==> config.mk <==
export PLATFORM = sky130hd
export DESIGN_NAME = pc_sequencer_flat
export DESIGN_NICKNAME = d
export VERILOG_FILES = /design/src/rtl/pc_seq_pkg.sv /design/src/rtl/pc_sequencer_if.sv /design/src/rtl/pc_ras.sv /design/src/rtl/pc_sequencer.sv /design/src/flat_wrapper.sv
export SDC_FILE = /design/constraint.sdc
export NUM_CORES = 1
export LEC_CHECK = 0
export ABC_CLOCK_PERIOD_IN_PS = 3300
export CORE_AREA = 2 2 39 41
export DETAILED_ROUTE_END_ITERATION = 6
export DIE_AREA = 0 0 41 43
export HOLD_SLACK_MARGIN = 0.12
export PLACE_DENSITY_LB_ADDON = 0.2
export SYNTH_ARGS = -nofsm -noshare
export SYNTH_HDL_FRONTEND = slang
export SYNTH_HIERARCHICAL = 1
export SYNTH_SLANG_ARGS = --single-unit
==> constraint.sdc <==
create_clock -name clk -period 3.3 [get_ports clk]
set_input_delay 0.33 -clock clk [delete_from_list [all_inputs] [get_ports clk]]
set_output_delay 0.33 -clock clk [all_outputs]
set_load 0.03 [all_outputs]
==> src/rtl/pc_seq_pkg.sv <==
// -----------------------------------------------------------------------------
// pc_seq_pkg
// Shared types for the program-counter sequencer:
//   state_e : run state of the sequencer (IDLE -> RUN -> HALT)
//   sel_e   : which source feeds next_pc this cycle
// Default sizing constants are provided for instantiating code.
// -----------------------------------------------------------------------------
package pc_seq_pkg;

  localparam int PC_AW_DEF        = 4;
  localparam int PC_RAS_DEPTH_DEF = 4;

  typedef enum logic [1:0] {
    IDLE = 2'd0,
    RUN  = 2'd1,
    HALT = 2'd2
  } state_e;

  typedef enum logic [2:0] {
    SEL_HOLD = 3'd0,  // next_pc = pc
    SEL_RET  = 3'd1,  // next_pc = return-address-stack top
    SEL_TGT  = 3'd2,  // next_pc = target_addr
    SEL_BR   = 3'd3,  // next_pc = pc + signed branch_off
    SEL_SEQ  = 3'd4   // next_pc = pc + 1
  } sel_e;

endpackage : pc_seq_pkg

==> src/rtl/pc_sequencer_if.sv <==
// -----------------------------------------------------------------------------
// pc_sequencer_if
// Bundles the control/flag inputs and the next-address outputs of the
// program-counter sequencer.
//   master : drives start/pc/stall/halt/branch/jump/call/ret/target,
//            observes next_pc/running/ras_err (decode + PC register side)
//   slave  : the sequencer itself
// Parameter AW : address width.
// -----------------------------------------------------------------------------
interface pc_sequencer_if #(
  parameter int AW = 4
);

  logic          start;
  logic [AW-1:0] pc;
  logic          stall;
  logic          halt;
  logic          branch_en;
  logic [AW-1:0] branch_off;
  logic          jump_en;
  logic          call_en;
  logic          ret_en;
  logic [AW-1:0] target_addr;
  logic [AW-1:0] next_pc;
  logic          running;
  logic          ras_err;

  modport master (
    output start, pc, stall, halt, branch_en, branch_off,
           jump_en, call_en, ret_en, target_addr,
    input  next_pc, running, ras_err
  );

  modport slave (
    input  start, pc, stall, halt, branch_en, branch_off,
           jump_en, call_en, ret_en, target_addr,
    output next_pc, running, ras_err
  );

endinterface : pc_sequencer_if

==> src/rtl/pc_ras.sv <==
// -----------------------------------------------------------------------------
// pc_ras
// Return-address stack: LIFO of DEPTH entries, AW bits each.
// Ports:
//   clk, rst   : clock, asynchronous active-high reset (empties the stack)
//   push       : write push_data on top (ignored when full)
//   pop        : remove top entry (ignored when empty)
//   push_data  : value pushed
//   top        : current top entry (valid only when !empty)
//   full/empty : occupancy flags
// The caller never asserts push and pop together.
// -----------------------------------------------------------------------------
module pc_ras #(
  parameter int DEPTH = 4,
  parameter int AW    = 4
) (
  input  logic          clk,
  input  logic          rst,
  input  logic          push,
  input  logic          pop,
  input  logic [AW-1:0] push_data,
  output logic [AW-1:0] top,
  output logic          full,
  output logic          empty
);

  localparam int PW = $clog2(DEPTH + 1);
  localparam int IW = (DEPTH > 1) ? $clog2(DEPTH) : 1;

  logic [PW-1:0] ptr_q, ptr_d;
  logic [IW-1:0] wr_idx, rd_idx;
  logic [AW-1:0] mem_q [DEPTH];

  // ptr counts valid entries; slot ptr-1 holds the top.
  assign full   = (ptr_q == PW'(DEPTH));
  assign empty  = (ptr_q == '0);
  assign wr_idx = IW'(ptr_q);
  assign rd_idx = IW'(ptr_q - PW'(1));
  assign top    = mem_q[rd_idx];

  always_comb begin
    ptr_d = ptr_q;
    if (push && !full) begin
      ptr_d = ptr_q + PW'(1);
    end else if (pop && !empty) begin
      ptr_d = ptr_q - PW'(1);
    end
  end

  // NOTE: sequential state uses non-blocking (<=) so every flop samples the
  // pre-edge values, independent of block ordering.
  always_ff @(posedge clk or posedge rst) begin
    if (rst) begin
      ptr_q <= '0;
    end else begin
      ptr_q <= ptr_d;
    end
  end

  // NOTE: the storage array is deliberately not reset; validity is carried
  // entirely by ptr_q, which keeps the array a plain RAM.
  always_ff @(posedge clk) begin
    if (push && !full) begin
      mem_q[wr_idx] <= push_data;
    end
  end

endmodule : pc_ras

==> src/rtl/pc_sequencer.sv <==
// -----------------------------------------------------------------------------
// pc_sequencer
// Next-address controller for the program counter. Each cycle it selects
// next_pc from hold / return / target / branch / sequential sources and
// sequences the run state IDLE -> RUN -> HALT (HALT exits only via rst).
//
// Ports:
//   clk  : clock, rising edge
//   rst  : asynchronous, active-high reset
//   bus  : pc_sequencer_if.slave
//          in : start, pc, stall, halt, branch_en, branch_off (signed),
//               jump_en, call_en, ret_en, target_addr
//          out: next_pc (combinational), running (registered),
//               ras_err (sticky, registered)
//
// Build option:
//   PC_RAS_EN defined   : call pushes pc+1 onto a RAS_DEPTH-entry return
//                         stack, ret pops it; over/underflow sets ras_err.
//   PC_RAS_EN undefined : no stack; call acts as jump, ret is ignored,
//                         ras_err is tied 0.
// Priority in RUN without stall: halt > ret > call > jump > branch > seq.
// -----------------------------------------------------------------------------
module pc_sequencer
  import pc_seq_pkg::*;
#(
  parameter int AW        = PC_AW_DEF,
  parameter int RAS_DEPTH = PC_RAS_DEPTH_DEF
) (
  input logic            clk,
  input logic            rst,
  pc_sequencer_if.slave  bus
);

  state_e        state_q, state_d;
  logic          running_q, running_d;
  sel_e          sel;
  logic [AW-1:0] next_pc;

`ifdef PC_RAS_EN
  logic          ras_push, ras_pop;
  logic          ras_full, ras_empty;
  logic [AW-1:0] ras_top;
  logic          err_set;
  logic          ras_err_q, ras_err_d;

  pc_ras #(
    .DEPTH (RAS_DEPTH),
    .AW    (AW)
  ) u_ras (
    .clk       (clk),
    .rst       (rst),
    .push      (ras_push),
    .pop       (ras_pop),
    .push_data (bus.pc + AW'(1)),
    .top       (ras_top),
    .full      (ras_full),
    .empty     (ras_empty)
  );
`else
  // Depth and ret_en have no function without the stack.
  localparam int unused_ras_depth = RAS_DEPTH;
  logic unused_ret;
  assign unused_ret = bus.ret_en;
`endif

  // Next-state / source-select logic.
  // NOTE: every output of this block is assigned a default first, so no path
  // leaves a signal unassigned and no latch is inferred.
  always_comb begin
    state_d = state_q;
    sel     = SEL_HOLD;
`ifdef PC_RAS_EN
    ras_push = 1'b0;
    ras_pop  = 1'b0;
    err_set  = 1'b0;
`endif
    unique case (state_q)
      IDLE: begin
        if (bus.start) begin
          state_d = RUN;
        end
      end
      RUN: begin
        // A stalled cycle holds everything, including a pending halt.
        if (!bus.stall) begin
          if (bus.halt) begin
            state_d = HALT;
            sel     = SEL_HOLD;
          end
`ifdef PC_RAS_EN
          else if (bus.ret_en) begin
            if (ras_empty) begin
              sel     = SEL_SEQ;  // underflow: fall through to pc+1
              err_set = 1'b1;
            end else begin
              sel     = SEL_RET;
              ras_pop = 1'b1;
            end
          end else if (bus.call_en) begin
            sel = SEL_TGT;        // overflow still jumps, return is lost
            if (ras_full) begin
              err_set = 1'b1;
            end else begin
              ras_push = 1'b1;
            end
          end else if (bus.jump_en) begin
            sel = SEL_TGT;
          end
`else
          else if (bus.call_en || bus.jump_en) begin
            sel = SEL_TGT;
          end
`endif
          else if (bus.branch_en) begin
            sel = SEL_BR;
          end else begin
            sel = SEL_SEQ;
          end
        end
      end
      HALT: begin
        state_d = HALT;
      end
      default: begin
        state_d = IDLE;
      end
    endcase
  end

  // Source mux; all sums wrap modulo 2^AW.
  always_comb begin
    next_pc = bus.pc;
    unique case (sel)
      SEL_HOLD: next_pc = bus.pc;
`ifdef PC_RAS_EN
      SEL_RET:  next_pc = ras_top;
`endif
      SEL_TGT:  next_pc = bus.target_addr;
      SEL_BR:   next_pc = bus.pc + bus.branch_off;
      SEL_SEQ:  next_pc = bus.pc + AW'(1);
      default:  next_pc = bus.pc;
    endcase
  end

  assign running_d = (state_d == RUN);

  always_ff @(posedge clk or posedge rst) begin
    if (rst) begin
      state_q   <= IDLE;
      running_q <= 1'b0;
    end else begin
      state_q   <= state_d;
      running_q <= running_d;
    end
  end

`ifdef PC_RAS_EN
  assign ras_err_d = ras_err_q | err_set;

  always_ff @(posedge clk or posedge rst) begin
    if (rst) begin
      ras_err_q <= 1'b0;
    end else begin
      ras_err_q <= ras_err_d;
    end
  end

  assign bus.ras_err = ras_err_q;
`else
  assign bus.ras_err = 1'b0;
`endif

  assign bus.next_pc = next_pc;
  assign bus.running = running_q;

endmodule : pc_sequencer

==> src/flat_wrapper.sv <==
// flat-port wrapper written by rule: the top's interface ports become plain ports
module pc_sequencer_flat import pc_seq_pkg::*;
#(
  parameter int AW        = PC_AW_DEF,
  parameter int RAS_DEPTH = PC_RAS_DEPTH_DEF
)
  (clk, rst, bus_start, bus_pc, bus_stall, bus_halt, bus_branch_en, bus_branch_off, bus_jump_en, bus_call_en, bus_ret_en, bus_target_addr, bus_next_pc, bus_running, bus_ras_err);
  pc_sequencer_if #(.AW(AW)) bus_i ();
  input logic clk;
  input logic rst;
  input wire logic [$bits(bus_i.start)-1:0] bus_start;
  input wire logic [$bits(bus_i.pc)-1:0] bus_pc;
  input wire logic [$bits(bus_i.stall)-1:0] bus_stall;
  input wire logic [$bits(bus_i.halt)-1:0] bus_halt;
  input wire logic [$bits(bus_i.branch_en)-1:0] bus_branch_en;
  input wire logic [$bits(bus_i.branch_off)-1:0] bus_branch_off;
  input wire logic [$bits(bus_i.jump_en)-1:0] bus_jump_en;
  input wire logic [$bits(bus_i.call_en)-1:0] bus_call_en;
  input wire logic [$bits(bus_i.ret_en)-1:0] bus_ret_en;
  input wire logic [$bits(bus_i.target_addr)-1:0] bus_target_addr;
  output wire logic [$bits(bus_i.next_pc)-1:0] bus_next_pc;
  output wire logic [$bits(bus_i.running)-1:0] bus_running;
  output wire logic [$bits(bus_i.ras_err)-1:0] bus_ras_err;
  assign bus_i.start = bus_start;
  assign bus_i.pc = bus_pc;
  assign bus_i.stall = bus_stall;
  assign bus_i.halt = bus_halt;
  assign bus_i.branch_en = bus_branch_en;
  assign bus_i.branch_off = bus_branch_off;
  assign bus_i.jump_en = bus_jump_en;
  assign bus_i.call_en = bus_call_en;
  assign bus_i.ret_en = bus_ret_en;
  assign bus_i.target_addr = bus_target_addr;
  assign bus_next_pc = bus_i.next_pc;
  assign bus_running = bus_i.running;
  assign bus_ras_err = bus_i.ras_err;
  pc_sequencer #(.AW(AW), .RAS_DEPTH(RAS_DEPTH)) u_core (.clk(clk), .rst(rst), .bus(bus_i));
endmodule
=== Yosys cells after proc, flatten, opt, wreduce, memory -nomap -nowiden ===
Cells that the tools add are included.

* Bitwise operators: 0
* Muxes and demuxes: 10
* $lt $le $gt $ge: 0
* Div/mod/pow operators: 0
* Multipliers: 0
* Reduce and logical (&&, ||, !) cells: 2
* $add $sub $neg: 2
* Equality and inequality tests: 6
* Shift operators: 0

{| class="wikitable"
|+ Operators by type and width
! operator !! number
|-
| 3-bit 2-to-1 mux || 5
|-
| 4-bit one-hot mux with 3 select lines || 1
|-
| 3-bit by 2-bit equality test with 1-bit output, second input constant || 2
|-
| 2-bit 2-to-1 mux || 3
|-
| 2-bit one-hot mux with 3 select lines || 1
|-
| 4-bit by 1-bit adder with 4-bit output, second input constant || 1
|-
| 4-bit adder || 1
|-
| 2-bit by 1-bit equality test with 1-bit output, second input constant || 2
|-
| 3-bit equality test, second input constant || 1
|-
| 2-bit equality test, second input constant || 1
|-
| 2-bit logical NOT || 1
|-
| 1-bit logical OR || 1
|}

* ROM bits: 0
* Memories kept: 0
* Bits of input ports: 21
* Register bits after elaboration: 3
* Output and inout bits: 6
* Logic and storage cells: 22
* Bits in latches: 0
* RAM bits: 0

=== Longest topological paths before layout ===
* Depth after elaboration: 7
* Gate-level depth with buffers: 10
* Mapped depth without buffers: 9

=== Least setup slack after synthesis ===
OpenSTA, ideal clock, no wires.

* Path kind: register to output
* Start: register u_core.state_q[1]
* End: output bus_next_pc[2]
* Arrival time: 2.988 ns
* Cell stages (with the launch flop): 10
* Path slack: -0.018 ns
* Path buffers: 1
* Data required time: 2.970 ns
* Cell sequence: dfrtp_1 -> or4b_1 -> buf_2 -> or4_4 -> and2_1 -> fa_1 -> xnor2_1 -> nand2_1 -> o21ai_0 -> o21ai_0

* Cells in the longest elaborated chain, start to end: 4
* Elaborated cells on any way between the ends: 6
* Classes of those cells: 4 x eq/ne; 2 x mux

{| class="wikitable"
|+ Ends and longest elaborated chain
! what !! RTL line !! source
|-
| start: declaration || pc_sequencer.sv:34 || <nowiki>state_e state_q, state_d;</nowiki>
|-
| start signal: assignment || pc_sequencer.sv:152 || <nowiki>state_q <= state_d;</nowiki>
|-
| 2-bit by 1-bit equality test with 1-bit output (*) || pc_sequencer.sv:77 || <nowiki>unique case (state_q)</nowiki>
|-
| 3-bit 2-to-1 mux (*) || pc_sequencer.sv:77 ||
|-
| 3-bit equality test or 3-bit by 2-bit equality test with 1-bit output (tied branches) || pc_sequencer.sv:133 || <nowiki>unique case (sel)</nowiki>
|-
| 4-bit one-hot mux with 3 select lines (*) || pc_sequencer.sv:133 ||
|-
| end: declaration || flat_wrapper.sv:21 || <nowiki>output wire logic [$bits(bus_i.next_pc)-1:0] bus_next_pc;</nowiki>
|}

Every way passes the cells marked *; elsewhere a longest branch is shown, timed or not.

=== Final worst setup path ===
* Start: register u_core.state_q[1]
* End: output bus_next_pc[3]

Same word-level chain as after synthesis.

==> reports/results.ini <==
[outcome]
status=finished, final reports clean

[clock_network]
cts_max_level=1
cts.path.max_buffers=2
clock-sinks=3
cts_buffers=3
path_clk_slew_ns=0.04
cts-root-buf=clkbuf_4
tritoncts=built
clk-insertion-delay-late_ns=0.23

[grt]
grt_start_max_net_pins=10
grt_pass1_wl_um=1614
antenna_found_initial=0
track_usage=0.1319
gr-total-overflow=0
grt_pass1_vias=431

[timing]
finalSetupViolations=0
hold_violations=0
holdWs_ns=0.2684
clock.fmax_mhz=318.8
fin_crit_ns=3.136
min_period_over_period=0.9504
skew_ns=0.0005068
drv_slew=0
rsz0062_at_grt=false

[synthesis]
synthCells=46
yosys-top-cells-area=dfrtp_1 20%, ha_1 10%, o21ai_0 6.8%
yosys.area.top_type=dfrtp_1
synth_area_um2=370.4
ys_ff_latch=3
synth_seq_area_share=0.2027
yosysWarnings=6
synth_top_area_frac=0.2027
synth_nets=71
yosys.cell_types.count=25
syn_avg_cell_area_um2=8.051

[pwr]
power_density_nw_per_um2=426.3
power_frac_clock=0.205
ir_worst_vdd_mv=0.3642
p_leak_nw=0.2979
combPwrFrac=0.570
p_int_mw=0.1929
p_sw_mw=0.1164
seqPwrFrac=0.224
p_sw_frac=0.3764

[critical_path]
crit_path_max_fanout=3
crit_path_start_kind=flip-flop
path_class=flip-flop to output port
cp.arrival_ns=2.81
crit_path_end_kind=output port
worstReg2RegStart=u_core/state_q[1]$_DFF_PP0_
r2r_cells=2
rr_endpoint=u_core/state_q[1]$_DFF_PP0_
required_ns=2.97
worstSetupStartpoint=u_core/state_q[1]$_DFF_PP0_
r2r_slack_ns=2.40

[layout]
seqCellArea_um2=75.07
fillerInstances=141
drive_gt1_frac=0.3117
antenna_cells=0
multi_input_area_um2=327.8
final_cells=93
final_common_cell=clkdlybuf4s50_1
most-common-layout-cells=18 x clkdlybuf4s50_1, 8 x buf_4, 6 x nand2_1
syn_to_final_growth_pct=95.95
fin_nets=103
final_util=0.5244

[detailed_routing]
viasPerCell=4.817
drt_wl_total_um=1088
drc=0
drt-wirelength-per-cell_um=11.70
ant_nets=0
dr.first_iter.drc_count=0
drt_pre_antenna_iters=1
vias=448

[floorplanning]
ios=27
die-area_um2=1763
die_width_um=41
coreArea_um2=1384
rows=14
initial_core_util=0.2676
die_h_um=43

[place]
place_congestion=0.6657
dpl.hpwl_um=766.5
port_buffers=24
placed_cells=88

[worst_hold_path]
hold_class=primary input to asynchronous set/reset pin

[flow_run]
cap_viol_max_count=0

==> worst max-delay path by stage <==
stage / to / slack, ns / cells past startpoint
after floorplan: bus_next_pc[1] / 0.07 / 7
after detailed placement: bus_next_pc[3] / -0.14 / 10
after CTS: bus_next_pc[3] / 0.02 / 9
after global routing: bus_next_pc[3] / 0.07 / 9
final: bus_next_pc[3] / 0.16 / 9
after global placement: bus_next_pc[3] / -0.13 / 10
==> registers in the layout, indices dropped and copies added, names as in the netlist <==
name,cells
u_core/state_q,2
u_core/bus.running,1
==> synth_stat cells, drive strengths merged <==
cell type / instances
nand3b: 1
a21oi: 2
conb: 1
a311oi: 2
nor4: 1
inv: 2
o21ai: 5
and2: 2
a211oi: 1
or3: 1
mux2: 1
nand3: 1
ha: 3
or4: 1
or4b: 1
xnor2: 1
dfrtp: 3
mux2i: 2
nand2: 6
nand2b: 1
nor2: 3
fa: 1
buf: 2
nor3b: 2
==> per-stage QoR <==
stage | instance area (um^2) | power (mW) | worst slack [ns] | TNS, ns
floorplan | 370.4 | 0.1560 | 0.06799 | 0
global placement | 638.1 | 0.2229 | -0.1308 | -0.1329
detailed placement | 638.1 | 0.2248 | -0.1376 | -0.1538
CTS | 704.4 | 0.3018 | 0.01625 | 0
global route | 725.7 | 0.3336 | 0.07088 | 0
finish | 725.7 | 0.3094 | 0.1635 | 0
==> area by class of cell <==
class                      instances  area share
inverter                           2     0.01034
sequential                         3      0.1034
clock buffer                       4     0.03621
timing repair buffer              29      0.3707
multi-input combinational         39      0.4517
tap                               16     0.02759
==> metal layers <==
layer | routed length [um] | vias up | part of all wire | GRT usage
met5 | 0 | - | 0 | 0
met4 | 0 | 0 | 0 | 0.02000
met2 | 623 | 12 | 0.57 | 0.2531
met1 | 405 | 207 | 0.37 | 0.1331
li1 | - | 229 | - | -
met3 | 59 | 0 | 0.054 | 0.03141
==> power by group through the flow <==
stage	Combinational (mW)	Clock (mW)	Sequential, mW
after floorplan	0.0746	0	0.0814
after global placement	0.152	0	0.0709
after detailed placement	0.153	0	0.0721
after CTS	0.163	0.0677	0.0714
after global routing	0.193	0.0699	0.0711
final	0.176	0.0636	0.0693
==> cells by family after synthesis <==
group | Yosys count | synth area share
and+or+nand+nor | 20 | 0.3074
AOI/OAI and AO/OA | 10 | 0.1622
adders and majority gates | 4 | 0.1554
buffers and inverters | 4 | 0.05406
muxes | 3 | 0.08446
DFF | 3 | 0.2027
other | 1 | 0.01013
xor gates and xnor gates | 1 | 0.02365
==> worst max-delay path, cell delays in order (launching register included) <==
cell	delay [ns]
dfrtp_1	0.39
or4b_4	0.54
or4_4	0.44
and2_4	0.16
ha_4	0.26
nor2_1	0.04
or3_4	0.37
a21oi_2	0.11
nand3b_1	0.13
buf_6	0.14
==> what timing repair did <==
| action | CTS | global route |
|---|---|---|
| resized for setup | 10 | 4 |
| setup buffers | 0 | 1 |
| endpoints found under the setup margin | 2 | 3 |
| gates cloned | 0 | 0 |
| pin swaps | 6 | 2 |
| hold buffers | 0 | 0 |
Power figures use the tool's default switching activity.
